`src/rtl/apb_master_bridge.sv`:
```
// Bridges a valid/ready command stream onto APB3 setup/access transfers, one at a time,
// and returns each result (read data, slave error, timeout abort) on a valid/ready response stream.
//
// state  | meaning
// IDLE   | cmd_ready high, waiting for a command
// SETUP  | psel high, penable low, address phase
// ACCESS | psel and penable high, waiting for pready or timeout
// RESP   | APB idle, rsp_valid high until rsp_ready
module apb_master_bridge #(
    parameter int ADDR_W  = 32,
    parameter int DATA_W  = 32,
    parameter int TIMEOUT = 16
) (
    input  logic              clk,
    input  logic              preset,
    input  logic              cmd_valid,
    output logic              cmd_ready,
    input  logic              cmd_write,
    input  logic [ADDR_W-1:0] cmd_addr,
    input  logic [DATA_W-1:0] cmd_wdata,
    output logic              rsp_valid,
    input  logic              rsp_ready,
    output logic [DATA_W-1:0] rsp_rdata,
    output logic              rsp_err,
    output logic              rsp_timeout,
    output logic              psel,
    output logic              penable,
    output logic              pwrite,
    output logic [ADDR_W-1:0] padr,
    output logic [DATA_W-1:0] pwdata,
    input  logic [DATA_W-1:0] prdata,
    input  logic              pready,
    input  logic              pslverr
);

    localparam int CNT_W = (TIMEOUT > 0) ? $clog2(TIMEOUT + 1) : 1;
    localparam logic [CNT_W-1:0] CNT_LAST = CNT_W'((TIMEOUT > 0) ? TIMEOUT - 1 : 0);
    localparam logic [CNT_W-1:0] CNT_MAX  = {CNT_W{1'b1}};

    typedef enum logic [1:0] {S_IDLE, S_SETUP, S_ACCESS, S_RESP} state_t;

    state_t            state, state_nx;
    logic [CNT_W-1:0]  wait_cnt, wait_cnt_nx;
    logic              cmd_ready_nx, psel_nx, penable_nx, pwrite_nx;
    logic [ADDR_W-1:0] padr_nx;
    logic [DATA_W-1:0] pwdata_nx, rsp_rdata_nx;
    logic              rsp_valid_nx, rsp_err_nx, rsp_timeout_nx;

    always_ff @(posedge clk or posedge preset) begin
        if (preset) begin
            state       <= S_IDLE;
            wait_cnt    <= '0;
            cmd_ready   <= 1'b0;
            psel        <= 1'b0;
            penable     <= 1'b0;
            pwrite      <= 1'b0;
            padr        <= '0;
            pwdata      <= '0;
            rsp_valid   <= 1'b0;
            rsp_rdata   <= '0;
            rsp_err     <= 1'b0;
            rsp_timeout <= 1'b0;
        end else begin
            state       <= state_nx;
            wait_cnt    <= wait_cnt_nx;
            cmd_ready   <= cmd_ready_nx;
            psel        <= psel_nx;
            penable     <= penable_nx;
            pwrite      <= pwrite_nx;
            padr        <= padr_nx;
            pwdata      <= pwdata_nx;
            rsp_valid   <= rsp_valid_nx;
            rsp_rdata   <= rsp_rdata_nx;
            rsp_err     <= rsp_err_nx;
            rsp_timeout <= rsp_timeout_nx;
        end
    end

    // Every output is computed one cycle ahead so that all of them come straight from flops.
    always_comb begin
        state_nx       = state;
        wait_cnt_nx    = wait_cnt;
        cmd_ready_nx   = cmd_ready;
        psel_nx        = psel;
        penable_nx     = penable;
        pwrite_nx      = pwrite;
        padr_nx        = padr;
        pwdata_nx      = pwdata;
        rsp_valid_nx   = rsp_valid;
        rsp_rdata_nx   = rsp_rdata;
        rsp_err_nx     = rsp_err;
        rsp_timeout_nx = rsp_timeout;

        case (state)
            S_IDLE: begin
                cmd_ready_nx = 1'b1;
                if (cmd_valid && cmd_ready) begin
                    pwrite_nx    = cmd_write;
                    padr_nx      = cmd_addr;
                    pwdata_nx    = cmd_wdata;
                    cmd_ready_nx = 1'b0;
                    psel_nx      = 1'b1;
                    penable_nx   = 1'b0;
                    wait_cnt_nx  = '0;
                    state_nx     = S_SETUP;
                end
            end
            S_SETUP: begin
                penable_nx = 1'b1;
                state_nx   = S_ACCESS;
            end
            S_ACCESS: begin
                if (pready) begin
                    psel_nx        = 1'b0;
                    penable_nx     = 1'b0;
                    rsp_valid_nx   = 1'b1;
                    rsp_rdata_nx   = pwrite ? '0 : prdata;
                    rsp_err_nx     = pslverr;
                    rsp_timeout_nx = 1'b0;
                    state_nx       = S_RESP;
                end else if ((TIMEOUT != 0) && (wait_cnt == CNT_LAST)) begin
                    psel_nx        = 1'b0;
                    penable_nx     = 1'b0;
                    rsp_valid_nx   = 1'b1;
                    rsp_rdata_nx   = '0;
                    rsp_err_nx     = 1'b1;
                    rsp_timeout_nx = 1'b1;
                    state_nx       = S_RESP;
                end else if (wait_cnt != CNT_MAX) begin
                    wait_cnt_nx = wait_cnt + 1'b1;
                end
            end
            S_RESP: begin
                if (rsp_ready) begin
                    rsp_valid_nx = 1'b0;
                    cmd_ready_nx = 1'b1;
                    state_nx     = S_IDLE;
                end
            end
            default: state_nx = S_IDLE;
        endcase
    end

endmodule

```
`config.mk`:
```
export PLATFORM = sky130hd
export DESIGN_NAME = apb_master_bridge
export DESIGN_NICKNAME = d
export VERILOG_FILES = /design/src/rtl/apb_master_bridge.sv
export SDC_FILE = /design/constraint.sdc
export NUM_CORES = 1
export LEC_CHECK = 0
export CAP_MARGIN = 20
export CORE_UTILIZATION = 45
export DETAILED_ROUTE_END_ITERATION = 16
export PLACE_DENSITY = 0.84
export REMOVE_ABC_BUFFERS = 1
export SETUP_SLACK_MARGIN = 0.02
export SKIP_CTS_REPAIR_TIMING = 1
export SYNTH_ARGS = -nofsm -noshare
export SYNTH_HDL_FRONTEND = slang
export SYNTH_SLANG_ARGS = --single-unit
```
`constraint.sdc`:
```
create_clock -name clk -period 11.9 [get_ports clk]
set_clock_uncertainty 0.1 [all_clocks]
set_input_delay 2.975 -clock clk [delete_from_list [all_inputs] [get_ports clk]]
set_output_delay 2.975 -clock clk [all_outputs]
set_load 0.02 [all_outputs]
```
==> metrics.txt <==
leakage=2.99 nW; share of layout cells above drive strength 1=0.186; largest net degree at the start of global routing=68; clock sinks=110; RSZ-0062 raised after global routing=no; Peak VDD IR=0.159 mV; Final Hold Viols=0; Clock Latency Late Sink=360 ps; gr usage total=0.212; Die Height=102 um; Synth Area in Adders=0.0225; simple-gate share of the synthesized area=0.0253; Crit path largest cell delay=660 ps; # IOs=206; fin nets=608; total CTS buffers=9; P&R area growth vs syn=52.8%; P per Cell Area=271 nW/um^2; Tcrit/Tclk final=0.387; final wirelength=10.7 mm; GPL Wtd Cong=0.820; port bufs=205; starting density of the core=0.473; Data required, critical path=8830 ps; Post-Synthesis Cells=292; htree depth=3; worst reg2reg path depth=6; Crit Path Max Fanout=6; cells along the critical path=clkdlybuf4s50_1; post-detailed-route via-to-cell ratio=5.08; fillcell total=639; warnings from Yosys=0; commonest non-fill, non-tap cells in the layout=clkdlybuf4s50_1, dfrtp_1, mux2_2; post-synthesis mux area share=0.193; post-synthesis xor/xnor area fraction=0; GR Overflow Total=0; Root Driver=clkbuf_8; Synth Area in Compound Gates=0.109; Worst EP arrival=1540 ps; CTS clk-pin slew, worst paths=100 ps; TritonCTS clock tree=yes; CP delay by family, top=buffers and inverters; sequential element share of the synthesized area=0.618; global-route wire length before repair=16.4 mm; critical path class=flop to primary output; initial DRC count=68; hold depth=1; DR vias=3203; syn avg cell area=15.3 um^2; clock buffer depth=2; max-cap violation count=0; Fmax=0.217 GHz; Detail Placement HPWL=7.84 mm; element type at the critical path end=primary output; first drt pass iteration count=4; slowest cell on the critical path=clkdlybuf4s50_1; count of final setup violators=0; vias in the first global route=3297; Worst Setup Start Kind=flop; Setup TNS Final=0 ps; post-layout min period=4610 ps; flop-to-flop setup slack=9630 ps; post-layout util=0.723; Antenna Cells=0; Stages on worst setup path=1; Post-DRT Antenna Nets=0; area occupied by multi-input gates=1570 um^2; Netlist Area Pre-Place=4460 um^2; main combinational cell family by area after synthesis=multiplexers; Place WS=6610 ps; Distinct cells, synth=33; Die ar.=10300 um^2; commonest non-fill, non-tap cell in the layout=clkdlybuf4s50_1; Die X=102 um; DRC=0; average wire per standard cell=16.9 um; Core ar.=9420 um^2; Hold WC Path Type=flop to flop; status=completed; Tightest Pin Transition=754 ps; initial antenna violation count=0; site row count=35; final worst setup slack=7290 ps; Worst Path Buf+Inv=1; Seq cells post-synth=110; Rel. slew slack=0.497; Reg area=2750 um^2; Final Max Slew Viols=0
-- synth_stat cells (all sizes together) --
library cell | count | area (um^2)
dfrtp | 110 | 2750
nand2 | 4 | 15.0
a22o | 32 | 280
o41a | 2 | 22.5
o32a | 1 | 10.0
nor2b | 1 | 6.26
o21ai | 11 | 55.1
nor2 | 5 | 18.8
nand2b | 1 | 6.26
a21bo | 1 | 10.0
a21oi | 3 | 15.0
o311ai | 1 | 8.76
a21boi | 1 | 18.8
a31oi | 3 | 18.8
nand3 | 4 | 25.0
mux2 | 67 | 860
ha | 8 | 100
a211oi | 2 | 15.0
and3 | 1 | 6.26
o22ai | 1 | 6.26
nor4b | 1 | 8.76
or2 | 1 | 8.76
nor3 | 1 | 5.00
or3 | 1 | 6.26
a2111oi | 1 | 15.0
and2 | 1 | 6.26
o2bb2ai | 1 | 8.76
inv | 11 | 41.3
buf | 15 | 106
-- layer usage --
| metal | part of all wire | GRT usage |
|---|---|---|
| met5 | 0 | 0 |
| met4 | 0.025 | 0.0881 |
| met3 | 0.065 | 0.0725 |
| met2 | 0.51 | 0.345 |
| met1 | 0.40 | 0.258 |
-- state kept, by name (all words and copies together) (netlist names) --
register and cells:
wait_cnt 5, penable 1, rsp_timeout 1, psel 1, rsp_rdata 32, pwrite 1, rsp_err 1, pwdata 32
state 2, cmd_ready 1, rsp_valid 1, padr 32
-- cell families (layout without fill, tap and decap cells) --
kind of cell               count (synthesis)  after routing
AOI/OAI and AO/OA                         60             60
adders and majority gates                  8              8
and+or+nand+nor                           21             21
muxes                                     67             67
DFF                                      110            110
buffers and inverters                     26            235
-- cell type report --
class	count	area share
clock buffers	10	0.0187
clock inverters	5	0.00661
inverters	11	0.00643
multi-input cells	156	0.231
flip-flops and latches	110	0.404
well taps	129	0.0237
repair buffers	209	0.310
-- final timing paths --
path,from,to
worst max-delay path,cmd_ready,cmd_ready
worst min-delay path,wait_cnt[3],wait_cnt[3]
worst max register to register,state[0],rsp_rdata[28]
worst min register to register,wait_cnt[3],wait_cnt[3]
max in group asynchronous,preset,pwdata[21]
min in group asynchronous,preset,padr[11]
-- where the power goes --
group | switching (W) | internal [W] | total [W]
clock | 0.000128 | 0.0000782 | 0.000206
sequential | 0.000105 | 0.000552 | 0.000656
combinational | 0.000448 | 0.000537 | 0.000985
total | 0.000681 | 0.00117 | 0.00185
-- through the flow --
step,hold slack (ps),std cells,area [um^2],total power [W]
3_5_place_dp,365,614,6610,0.00165
2_1_floorplan,338,277,4350,0.00119
4_1_cts,378,629,6780,0.00186
5_1_grt,423,630,6810,0.00195
6_report,379,630,6810,0.00185
3_3_place_gp,356,613,6600,0.00162
(Power assumes the default switching activity.)
